[config.mk]
export PLATFORM = sky130hd
export DESIGN_NAME = nh_lcd_i80_engine
export DESIGN_NICKNAME = d
export VERILOG_FILES = /design/src/rtl/nh_lcd_i80_engine.sv
export SDC_FILE = /design/constraint.sdc
export NUM_CORES = 2
export LEC_CHECK = 0
export ABC_CLOCK_PERIOD_IN_PS = 5700
export BUFFER_PORTS_ARGS = -buffer_cell sky130_fd_sc_hd__buf_2
export CAP_MARGIN = 20
export CORE_UTILIZATION = 52
export DETAILED_ROUTE_END_ITERATION = 8
export PLACE_DENSITY = 0.8
export SLEW_MARGIN = 15
export SYNTH_ARGS = -nofsm -noshare
export SYNTH_HDL_FRONTEND = slang
export SYNTH_SLANG_ARGS = --single-unit
[constraint.sdc]
create_clock -name clk -period 5.7 [get_ports clk]
set_input_delay 1.14 -clock clk [delete_from_list [all_inputs] [get_ports clk]]
set_output_delay 1.14 -clock clk [all_outputs]
set_load 0.1 [all_outputs]
[src/rtl/nh_lcd_i80_engine.sv]
// nh_lcd_i80_engine: 8080-style parallel LCD bus engine.
// A single FSM runs both paths. A command path issues single read or write beats.
// A frame path streams pixel words from an internal FIFO, one bus beat per
// DATA_WIDTH slice, and can first wait for a tearing-effect rising edge.
//
// Ports:
//   clk, rst                       clock, synchronous active-high reset
//   i_enable                       blocks new transfers; aborts a running frame
//   i_wr_low/high_cycles,
//   i_rd_low_cycles                strobe timing in cycles (0 behaves as 1)
//   i_cmd_*, o_cmd_*               single command beat request and status
//   i_frame_start, i_num_pixels,
//   i_enable_tearing,
//   i_tearing_effect               frame request and TE sync
//   o_frame_busy, o_frame_done     frame status
//   i_fifo_*, o_fifo_*             pixel word FIFO push side and status
//   o_register_data_sel, o_write_n,
//   o_read_n, o_data_out,
//   o_data_oe, i_data_in           panel bus
module nh_lcd_i80_engine #(
  parameter int unsigned DATA_WIDTH      = 8,
  parameter int unsigned FIFO_DEPTH_LOG2 = 6,
  parameter int unsigned TIMER_WIDTH     = 4
) (
  input  logic                       clk,
  input  logic                       rst,
  input  logic                       i_enable,
  input  logic [TIMER_WIDTH-1:0]     i_wr_low_cycles,
  input  logic [TIMER_WIDTH-1:0]     i_wr_high_cycles,
  input  logic [TIMER_WIDTH-1:0]     i_rd_low_cycles,
  input  logic                       i_cmd_stb,
  input  logic                       i_cmd_read,
  input  logic                       i_cmd_is_param,
  input  logic [DATA_WIDTH-1:0]      i_cmd_data,
  output logic [DATA_WIDTH-1:0]      o_cmd_data,
  output logic                       o_cmd_busy,
  output logic                       o_cmd_done,
  input  logic                       i_frame_start,
  input  logic [31:0]                i_num_pixels,
  input  logic                       i_enable_tearing,
  input  logic                       i_tearing_effect,
  output logic                       o_frame_busy,
  output logic                       o_frame_done,
  input  logic                       i_fifo_stb,
  input  logic [31:0]                i_fifo_data,
  output logic                       o_fifo_full,
  output logic [FIFO_DEPTH_LOG2:0]   o_fifo_count,
  output logic                       o_fifo_overflow,
  output logic                       o_register_data_sel,
  output logic                       o_write_n,
  output logic                       o_read_n,
  output logic [DATA_WIDTH-1:0]      o_data_out,
  output logic                       o_data_oe,
  input  logic [DATA_WIDTH-1:0]      i_data_in
);

  localparam int unsigned NBEATS = 32 / DATA_WIDTH;
  localparam int unsigned SW     = (NBEATS > 1) ? $clog2(NBEATS) : 1;
  localparam int unsigned DEPTH  = 1 << FIFO_DEPTH_LOG2;

  typedef enum logic [2:0] {
    S_IDLE, S_TE_WAIT, S_FETCH, S_WR_LOW, S_WR_HIGH, S_RD_LOW, S_RD_HIGH
  } state_e;

  state_e                     state_q;
  logic [TIMER_WIDTH-1:0]     cnt_q;
  logic                       frame_q, last_q;
  logic [31:0]                num_q, beat_q;
  logic [SW-1:0]              slice_q;
  logic                       wn_q, rn_q, rs_q, oe_q, cmd_done_q, frame_done_q;
  logic [DATA_WIDTH-1:0]      dout_q, cmd_data_q;
  logic                       te_s1_q, te_s2_q, te_s3_q;

  logic [31:0]                mem_q [DEPTH];
  logic [FIFO_DEPTH_LOG2-1:0] wptr_q, rptr_q;
  logic [FIFO_DEPTH_LOG2:0]   count_q;
  logic                       ovf_q;

  logic [TIMER_WIDTH-1:0]     wr_low_m1, wr_high_m1, rd_low_m1;
  logic                       fifo_empty, fifo_full, fifo_push, fifo_pop, fifo_flush;
  logic [31:0]                fifo_head, beat_next;
  logic                       last_beat, last_slice, te_rise;
  logic [4:0]                 slice_sh;
  logic [DATA_WIDTH-1:0]      slice_data;

  always_comb begin
    wr_low_m1  = (i_wr_low_cycles  == '0) ? '0 : i_wr_low_cycles  - TIMER_WIDTH'(1);
    wr_high_m1 = (i_wr_high_cycles == '0) ? '0 : i_wr_high_cycles - TIMER_WIDTH'(1);
    rd_low_m1  = (i_rd_low_cycles  == '0) ? '0 : i_rd_low_cycles  - TIMER_WIDTH'(1);
    fifo_empty = (count_q == '0);
    fifo_full  = (count_q == (FIFO_DEPTH_LOG2+1)'(DEPTH));
    fifo_head  = mem_q[rptr_q];
    beat_next  = beat_q + 32'd1;
    last_beat  = (beat_next == num_q);
    last_slice = (slice_q == SW'(NBEATS - 1));
    te_rise    = te_s2_q & ~te_s3_q;
    // MSB slice goes out first
    slice_sh   = 5'((NBEATS - 1 - 32'(slice_q)) * DATA_WIDTH);
    slice_data = fifo_head[slice_sh +: DATA_WIDTH];
    // Pop when the beat's slice is launched. The data is already captured in dout_q.
    fifo_pop   = (state_q == S_FETCH) && i_enable && !fifo_empty && (last_slice || last_beat);
    // Abort paths back to IDLE discard whatever pixels remain
    fifo_flush = !i_enable && ((state_q == S_FETCH) || (state_q == S_TE_WAIT) ||
                 ((state_q == S_WR_HIGH) && frame_q && (cnt_q == '0) && !last_q));
    fifo_push  = i_fifo_stb && !fifo_full && !fifo_flush;
  end

  always_ff @(posedge clk) begin
    if (fifo_push) mem_q[wptr_q] <= i_fifo_data;
  end

  always_ff @(posedge clk) begin
    if (rst) begin
      wptr_q  <= '0;
      rptr_q  <= '0;
      count_q <= '0;
      ovf_q   <= 1'b0;
    end else begin
      if (i_fifo_stb && fifo_full) ovf_q <= 1'b1;
      if (fifo_flush) begin
        wptr_q  <= '0;
        rptr_q  <= '0;
        count_q <= '0;
      end else begin
        if (fifo_push) wptr_q <= wptr_q + 1'b1;
        if (fifo_pop)  rptr_q <= rptr_q + 1'b1;
        if (fifo_push && !fifo_pop)      count_q <= count_q + 1'b1;
        else if (!fifo_push && fifo_pop) count_q <= count_q - 1'b1;
      end
    end
  end

  always_ff @(posedge clk) begin
    if (rst) begin
      state_q      <= S_IDLE;
      cnt_q        <= '0;
      frame_q      <= 1'b0;
      last_q       <= 1'b0;
      num_q        <= '0;
      beat_q       <= '0;
      slice_q      <= '0;
      wn_q         <= 1'b1;
      rn_q         <= 1'b1;
      rs_q         <= 1'b1;
      oe_q         <= 1'b0;
      dout_q       <= '0;
      cmd_data_q   <= '0;
      cmd_done_q   <= 1'b0;
      frame_done_q <= 1'b0;
      te_s1_q      <= 1'b0;
      te_s2_q      <= 1'b0;
      te_s3_q      <= 1'b0;
    end else begin
      cmd_done_q   <= 1'b0;
      frame_done_q <= 1'b0;
      te_s1_q      <= i_tearing_effect;
      te_s2_q      <= te_s1_q;
      te_s3_q      <= te_s2_q;
      case (state_q)
        S_IDLE: begin
          if (i_enable && i_cmd_stb) begin
            frame_q <= 1'b0;
            rs_q    <= i_cmd_is_param;
            if (i_cmd_read) begin
              state_q <= S_RD_LOW;
              rn_q    <= 1'b0;
              oe_q    <= 1'b0;
              cnt_q   <= rd_low_m1;
            end else begin
              state_q <= S_WR_LOW;
              wn_q    <= 1'b0;
              oe_q    <= 1'b1;
              dout_q  <= i_cmd_data;
              cnt_q   <= wr_low_m1;
            end
          end else if (i_enable && i_frame_start) begin
            num_q   <= i_num_pixels;
            beat_q  <= '0;
            slice_q <= '0;
            rs_q    <= 1'b1;
            if (i_num_pixels == '0) begin
              frame_done_q <= 1'b1;
            end else begin
              frame_q <= 1'b1;
              state_q <= i_enable_tearing ? S_TE_WAIT : S_FETCH;
            end
          end
        end
        S_TE_WAIT: begin
          if (!i_enable) begin
            state_q <= S_IDLE;
            frame_q <= 1'b0;
          end else if (te_rise) begin
            state_q <= S_FETCH;
          end
        end
        S_FETCH: begin
          if (!i_enable) begin
            state_q <= S_IDLE;
            frame_q <= 1'b0;
          end else if (!fifo_empty) begin
            state_q <= S_WR_LOW;
            wn_q    <= 1'b0;
            oe_q    <= 1'b1;
            dout_q  <= slice_data;
            cnt_q   <= wr_low_m1;
            beat_q  <= beat_next;
            last_q  <= last_beat;
            slice_q <= fifo_pop ? '0 : slice_q + SW'(1);
          end
        end
        S_WR_LOW: begin
          if (cnt_q == '0) begin
            state_q <= S_WR_HIGH;
            wn_q    <= 1'b1;
            cnt_q   <= wr_high_m1;
          end else begin
            cnt_q <= cnt_q - TIMER_WIDTH'(1);
          end
        end
        S_WR_HIGH: begin
          if (cnt_q == '0) begin
            oe_q <= 1'b0;
            if (!frame_q) begin
              state_q    <= S_IDLE;
              cmd_done_q <= 1'b1;
            end else if (last_q) begin
              state_q      <= S_IDLE;
              frame_q      <= 1'b0;
              frame_done_q <= 1'b1;
            end else if (!i_enable) begin
              state_q <= S_IDLE;
              frame_q <= 1'b0;
            end else begin
              state_q <= S_FETCH;
            end
          end else begin
            cnt_q <= cnt_q - TIMER_WIDTH'(1);
          end
        end
        S_RD_LOW: begin
          if (cnt_q == '0) begin
            state_q    <= S_RD_HIGH;
            rn_q       <= 1'b1;
            cmd_data_q <= i_data_in;
            cnt_q      <= wr_high_m1;
          end else begin
            cnt_q <= cnt_q - TIMER_WIDTH'(1);
          end
        end
        S_RD_HIGH: begin
          if (cnt_q == '0) begin
            state_q    <= S_IDLE;
            cmd_done_q <= 1'b1;
          end else begin
            cnt_q <= cnt_q - TIMER_WIDTH'(1);
          end
        end
        default: state_q <= S_IDLE;
      endcase
    end
  end

  assign o_cmd_data          = cmd_data_q;
  assign o_cmd_busy          = (state_q != S_IDLE);
  assign o_cmd_done          = cmd_done_q;
  assign o_frame_busy        = frame_q;
  assign o_frame_done        = frame_done_q;
  assign o_fifo_full         = fifo_full;
  assign o_fifo_count        = count_q;
  assign o_fifo_overflow     = ovf_q;
  assign o_register_data_sel = rs_q;
  assign o_write_n           = wn_q;
  assign o_read_n            = rn_q;
  assign o_data_out          = dout_q;
  assign o_data_oe           = oe_q;

endmodule

Word-level counts from Yosys, hierarchy flattened
Memories as Yosys holds them, arrays and structs flattened. A register that Yosys moved wholly into a read port is not among the register bits.
Cells that the tools add are included.

word-level totals
  register bits = 120
  bits in writable memories = 2048
  input port bits = 102
  output and inout port bits = 33
  word-level logic and storage cells = 207
  memories = 1

memory list
  memory  words  bits a word  read ports  clocked after Yosys merged registers in  write ports  line  RTL
  mem_q   64     32           1           1                                        1            74    logic [31:0] mem_q [DEPTH];

operators by class
  $add $sub $neg = 11
  equal/unequal tests = 26
  shift operators = 1
  muxes and demuxes = 86
  bitwise gates (word level) = 4
  reduce and logical (&&, ||, !) cells = 56

operators with widths
  cell                                                                 count
  32-bit two-way mux                                                   4
  32-bit one-hot mux with 2 select lines                               1
  3-bit two-way mux                                                    12
  4-bit two-way mux                                                    9
  1-bit two-way mux                                                    33
  32-bit by 1-bit adder with 32-bit output (second input constant)     1
  32-bit equality test                                                 1
  32-bit logical NOT                                                   1
  8-bit two-way mux                                                    4
  32-bit by 6-bit indexed part select with 8-bit output                1
  5-bit AND reduction                                                  5
  2-bit != test (second input constant)                                12
  3-bit one-hot mux with 7 select lines                                1
  2-bit two-way mux                                                    9
  4-bit logical NOT                                                    4
  4-bit one-hot mux with 4 select lines                                1
  8-bit one-hot mux with 2 select lines                                1
  4-bit by 1-bit subtractor with 4-bit output (second input constant)  4
  1-bit logical AND                                                    14
  7-bit two-way mux                                                    2
  6-bit by 1-bit adder with 6-bit output (second input constant)       2
  6-bit two-way mux                                                    2
  3-bit != test (second input constant)                                4
  3-bit nonzero test                                                   4
  other kinds (27)                                                     52

Logic depth before layout (Yosys ltp)
  depth after elaboration = 12
  depth in mapped cells = 22
  depth with buffers taken out = 21

Worst setup path after synthesis
No wires, ideal clock.

  kind = reg-to-reg
  start point = register count_q[1], in the netlist o_fifo_count[1]
  end point = memory mem_q[31][0] (enable)
  setup time = 0.423 ns
  data arrival time = 4.418 ns
  data required time = 5.277 ns
  path slack = 0.860 ns
  cell stages (with the launch flop) = 9
  path buffers = 1
  period minus slack after synthesis = 4.840 ns
  cell sequence = dfxtp_1 > nor2_1 > and3_1 > nand2b_1 > a21oi_1 > and2_1 > clkbuf_1 > nand3_1 > nor2_1

on the way
  word-level cells in the longest chain between the ends = 6

ends and longest elaborated chain
  item                                     line  RTL
  start, declared                          76    logic [FIFO_DEPTH_LOG2:0] count_q;
  start signal, assigned                   127   if (fifo_push && !fifo_pop) count_q <= count_q + 1'b1;
  start signal, assigned                   128   else if (!fifo_push && fifo_pop) count_q <= count_q - 1'b1;
  7-bit equality test                      91    fifo_full = (count_q == (FIFO_DEPTH_LOG2+1)'(DEPTH));
  named net o_fifo_full                    46    output logic o_fifo_full,
  1-bit logical NOT                        105   fifo_push = i_fifo_stb && !fifo_full && !fifo_flush;
  1-bit logical AND (2 in series)          105
  named net fifo_push                      80    logic fifo_empty, fifo_full, fifo_push, fifo_pop, fifo_flush;
  1-bit two-way mux                        109   if (fifo_push) mem_q[wptr_q] <= i_fifo_data;
  1-bit two-way mux (implied by the code)  109
  end, declared                            74

The timed path passes the listed nets, and every way through them passes these cells.

Final worst setup path
  start point = register beat_q[0]
  end point = register count_q[6], in the netlist o_fifo_count[6]

on the way
  word-level cells in the longest chain between the ends = 7
  elaborated cells on any way between the ends = 9

ends and longest elaborated chain
  item                                                            line  RTL
  start, declared                                                 68    logic [31:0] num_q, beat_q;
  start signal, assigned                                          207   beat_q <= beat_next;
  32-bit by 1-bit adder with 32-bit output *                      93    beat_next = beat_q + 32'd1;
  32-bit equality test *                                          94    last_beat = (beat_next == num_q);
  1-bit logical OR *                                              101   fifo_pop = (state_q == S_FETCH) && i_enable && !fifo_empty && (last_slice || last_beat);
  1-bit logical AND *                                             101
  1-bit logical NOT                                               127
  1-bit logical AND                                               127
  7-bit two-way mux / 2-bit nonzero test (equally long branches)  n/a

Mark *: on every way between the ends. The rest lies on a longest branch, timed or not.
A chain may end at the register's enable or synchronous reset.

==> qor.txt <==
SETUP PATH
--------------------------------------------------------------------------------------
Cell type of the slowest stage on the worst timing path                   sky130_fd_sc_hd__a211oi_1
Largest driver fanout on the critical path                                           8
Crit Path Category                                                        register to register
Critical Path Start Type                                                      register
Cell-by-cell listing of the critical path                                 ha_1 -> nand4_2 -> nor3_1 -> xnor2_1 -> a211oi_1 -> nand4_1 -> nor4_1 -> nor4b_1 -> buf_4 -> nor2_1 -> ha_1 -> inv_1 -> ha_1 -> a21o_1 -> a21oi_1 -> o21bai_1 -> a21oi_1 -> xnor2_1 -> or3_1 -> a21oi_1
CP required                                                                    6.45 ns
Data arrival time of the critical path                                         6.10 ns
Largest stage delay, worst path                                                0.49 ns
Category of the worst setup path capture point                                register

POWER
--------------------------------------------------------------------------------------
Leakage power of the design                                                    28.9 nW
Sw power                                                                     0.00789 W
Share of power burned in the clock network                                       40.0%
Reg power frac                                                                   52.9%
Combinational fraction of design power                                            7.1%
Sw frac                                                                          23.4%
IR drop worst, VDD                                                            0.322 mV
Power per unit of standard cell area                                        350 nW/µm²
Int Power                                                                     0.0259 W

JOB
--------------------------------------------------------------------------------------
Max-capacitance violation count                                                      0

SYNTHESIS
--------------------------------------------------------------------------------------
Syn. warnings                                                                        0
Unique cell type count in the Yosys netlist                                         75
Number of enable-type register cells in the synthesized netlist                  2,048
Mean instance size in the synthesized netlist                                 21.1 µm²
Post-synthesis async set-or-reset flop share                                        0%
Top post-synthesis cells by area                                          sky130_fd_sc_hd__edfxtp_1 (72%), sky130_fd_sc_hd__mux4_2 (17%), sky130_fd_sc_hd__dfxtp_1 (3.0%)
Cell area after synthesis                                                   85,300 µm²
Yosys top cell area share                                                        72.1%
Post-synthesis cell count                                                        4,035
Prevailing post-synth register cell                                       sky130_fd_sc_hd__edfxtp_1
Register bit count reported by yosys                                             2,174
Synthesized Nets                                                                 4,152
Sequential-to-total area share from yosys stat                                   75.1%
Cell type with the largest total area after synthesis                     sky130_fd_sc_hd__edfxtp_1

FINISH
--------------------------------------------------------------------------------------
Commonest non-fill, non-tap cell in the layout                            sky130_fd_sc_hd__edfxtp_1
Layout Nets                                                                      4,395
Highest-count cells in the layout ignoring fill and taps                  sky130_fd_sc_hd__edfxtp_1 (2,048), sky130_fd_sc_hd__mux4_2 (640), sky130_fd_sc_hd__clkbuf_16 (203), sky130_fd_sc_hd__nand2_1 (137), sky130_fd_sc_hd__buf_4 (135)
Fill cell total of the finished layout                                          10,700
Layout overhead on the synthesized area                                          12.9%
Layout Utilization                                                               59.2%
Share of cells above drive strength 1                                            29.3%

ROUTING
--------------------------------------------------------------------------------------
Post-detailed-route wirelength per cell                                        33.7 µm
Number of vias after detailed routing                                           44,200
DRT iter0 DRCs                                                                   6,123
# DRC                                                                               35
Total wire length                                                           223,000 µm
Post-DRT Antenna Nets                                                                0
Number of iterations in the first detailed-routing pass                              9
Vias per inst                                                                     6.67

TIMING
--------------------------------------------------------------------------------------
Total setup violations reported at the end of the flow                               0
Transition time at the pin with the least slew margin                          1.21 ns
Worst clock skew                                                             0.0648 ns
Period utilization                                                               93.9%
Setup Total Neg Slack                                                             0 ns
Number of max-slew violations in the final report                                    0
Fin crit period                                                                5.35 ns
Worst relative slew slack                                                        18.9%
F_max                                                                          187 MHz
Total count of hold-check failures in the final report                               0
Setup repair after global routing missed its margin                              false

GLOBAL ROUTING
--------------------------------------------------------------------------------------
Overflow left after global routing                                                   0
Most used routing layer                                                           met2
Global-route met2 utilization                                                    44.2%
Largest net degree at the start of global routing                                  102
First-pass GRT wire length                                                  316,000 µm
Antenna violations before repair                                                    13
Vias in the first global route                                                  44,600
Global-route met1 utilization                                                    34.9%
Overall global routing resource usage                                            27.1%
Met3 layer usage reported by global route                                        6.69%

CLOCK NETWORK
--------------------------------------------------------------------------------------
CTS tree                                                                          done
CTS sink count                                                                   2,174
Number of H-tree levels                                                              4
Clock slew at the register clock pins of the worst setup and hold paths        0.06 ns
Insertion delay of the later-clocked pin in the worst-skew pair                0.88 ns
Setup repair bufs after CTS                                                          0
Cts bufs inserted                                                                  202
Cell chosen for the clock root                                            sky130_fd_sc_hd__clkbuf_16
Hold bufs inserted after CTS                                                         0
Worst-case clock buffer depth                                                        3
Total of cells resized after clock tree synthesis                                    0

DIE
--------------------------------------------------------------------------------------
Total Die Area                                                             166,000 µm²
Die Height                                                                      407 µm
Num ports                                                                          135
Floorplan row count                                                                148
Initial standard-cell utilization of the core                                    52.4%
Core region area                                                           163,000 µm²
Die X                                                                           407 µm

PLACEMENT
--------------------------------------------------------------------------------------
DP HPWL                                                                     117,000 µm
RD Place Congestion                                                              0.868
Count of buffers inserted at the top-level ports                                   134

OUTCOME
--------------------------------------------------------------------------------------
Result of the run                                                         complete, but fails checks
Violated checks                                                           design-rule violations

MIN PATH
--------------------------------------------------------------------------------------
Classification of the worst-slack hold path                               register to register

==> worst max-delay path: cells and delay by family, from the launching register on <==
kind / cells / cell delay [ns]
simple gates: 7 / 2.01
compound gates: 6 / 1.32
fa+ha+maj: 3 / 0.87
flops: 1 / 0.45
buf+inv: 2 / 0.42
xor+xnor: 2 / 0.22
==> synth_stat cells, types with 16 or more instances <==
cell and count:
sky130_fd_sc_hd__edfxtp_1 2048, sky130_fd_sc_hd__mux4_2 640, sky130_fd_sc_hd__nor2_1 149, sky130_fd_sc_hd__clkbuf_1 147, sky130_fd_sc_hd__nand2_1 137, sky130_fd_sc_hd__dfxtp_1 126
sky130_fd_sc_hd__a21oi_1 117, sky130_fd_sc_hd__o21ai_0 70, sky130_fd_sc_hd__buf_1 51, sky130_fd_sc_hd__nand3_1 51, sky130_fd_sc_hd__mux2i_1 49, sky130_fd_sc_hd__xnor2_1 39
sky130_fd_sc_hd__buf_2 37, sky130_fd_sc_hd__a22oi_1 27, sky130_fd_sc_hd__a31oi_1 26, sky130_fd_sc_hd__nor3_1 20, sky130_fd_sc_hd__o221ai_1 19, sky130_fd_sc_hd__xor2_1 19
sky130_fd_sc_hd__nor4_1 18, sky130_fd_sc_hd__nand3b_1 16
==> area by class of cell <==
cell class	instances	area, µm²	share of cell area [%]
Multi-Input combinational cell	1606	20700	21.5
Sequential cell	2174	64000	66.5
Inverter	15	56.3	0.0585
Antenna cell	4	10.0	0.0104
Clock buffer	249	5290	5.50
Clock inverter	125	1250	1.30
Tap cell	2175	2720	2.83
Timing Repair Buffer	279	2190	2.27
==> power groups by stage <==
stage / Combinational [W] / Sequential (W) / Clock (W)
3_3_place_gp: 0.00224 / 0.0181 / 0
6_report: 0.00240 / 0.0178 / 0.0135
3_5_place_dp: 0.00228 / 0.0182 / 0
2_1_floorplan: 0.00115 / 0.0184 / 0
4_1_cts: 0.00231 / 0.0178 / 0.0136
5_1_grt: 0.00252 / 0.0178 / 0.0141
==> cells by family (layout without fill, tap and decap cells) <==
family / after synthesis / count (layout) / synth area share (%)
flip-flops: 2174 / 2174 / 75.1
AO/OA/AOI/OAI: 334 / 334 / 2.41
buffers and inverters: 255 / 668 / 1.20
other: 0 / 4 / 0
AND/OR/NAND/NOR: 498 / 498 / 2.88
adder cells (fa/ha/maj): 15 / 15 / 0.229
XOR/XNOR: 58 / 58 / 0.596
multiplexers: 701 / 701 / 17.6
==> per-layer routing <==
| layer | part of all wire (%) | vias up |
|---|---|---|
| li1 | - | 17400 |
| met1 | 34 | 22900 |
| met2 | 50 | 3280 |
| met3 | 12 | 595 |
| met4 | 4.5 | 8 |
| met5 | 0.026 | - |
==> path summary, 6_finish.rpt <==
kind	start	slack, ns	end	cells after the start
setup / recovery	beat_q[0]	0.35	o_fifo_count[6]	20
hold / removal	o_cmd_data[0]	0.46	o_cmd_data[0]	2
setup reg to reg	beat_q[0]	0.35	o_fifo_count[6]	20
hold reg to reg	o_cmd_data[0]	0.46	o_cmd_data[0]	2
==> metrics by stage <==
step | total power (W) | cells | setup WS, ns | cell area (µm²) | hold slack, ns
floorplan | 0.0196 | 4035 | 0.860 | 85300 | 0.414
global placement | 0.0204 | 6236 | 0.343 | 89400 | 0.434
detailed placement | 0.0205 | 6236 | 0.429 | 89400 | 0.448
CTS | 0.0337 | 6610 | 0.392 | 96000 | 0.456
global route | 0.0345 | 6625 | 0.00602 | 96300 | 0.477
finish | 0.0337 | 6627 | 0.346 | 96300 | 0.456
==> registers in the layout (all words and copies together), names as in the netlist, named ones only <==
name                 flops
mem_q                 2048
beat_q                  32
num_q                   32
o_cmd_data               8
o_data_out               8
o_fifo_count             7
rptr_q                   6
wptr_q                   6
cnt_q                    4
state_q                  3
slice_q                  2
last_q                   1
o_cmd_done               1
o_data_oe                1
o_fifo_overflow          1
o_frame_busy             1
o_frame_done             1
o_read_n                 1
o_register_data_sel      1
o_write_n                1
te_s1_q                  1
te_s2_q                  1
te_s3_q                  1
Power figures use the tool's default switching activity.
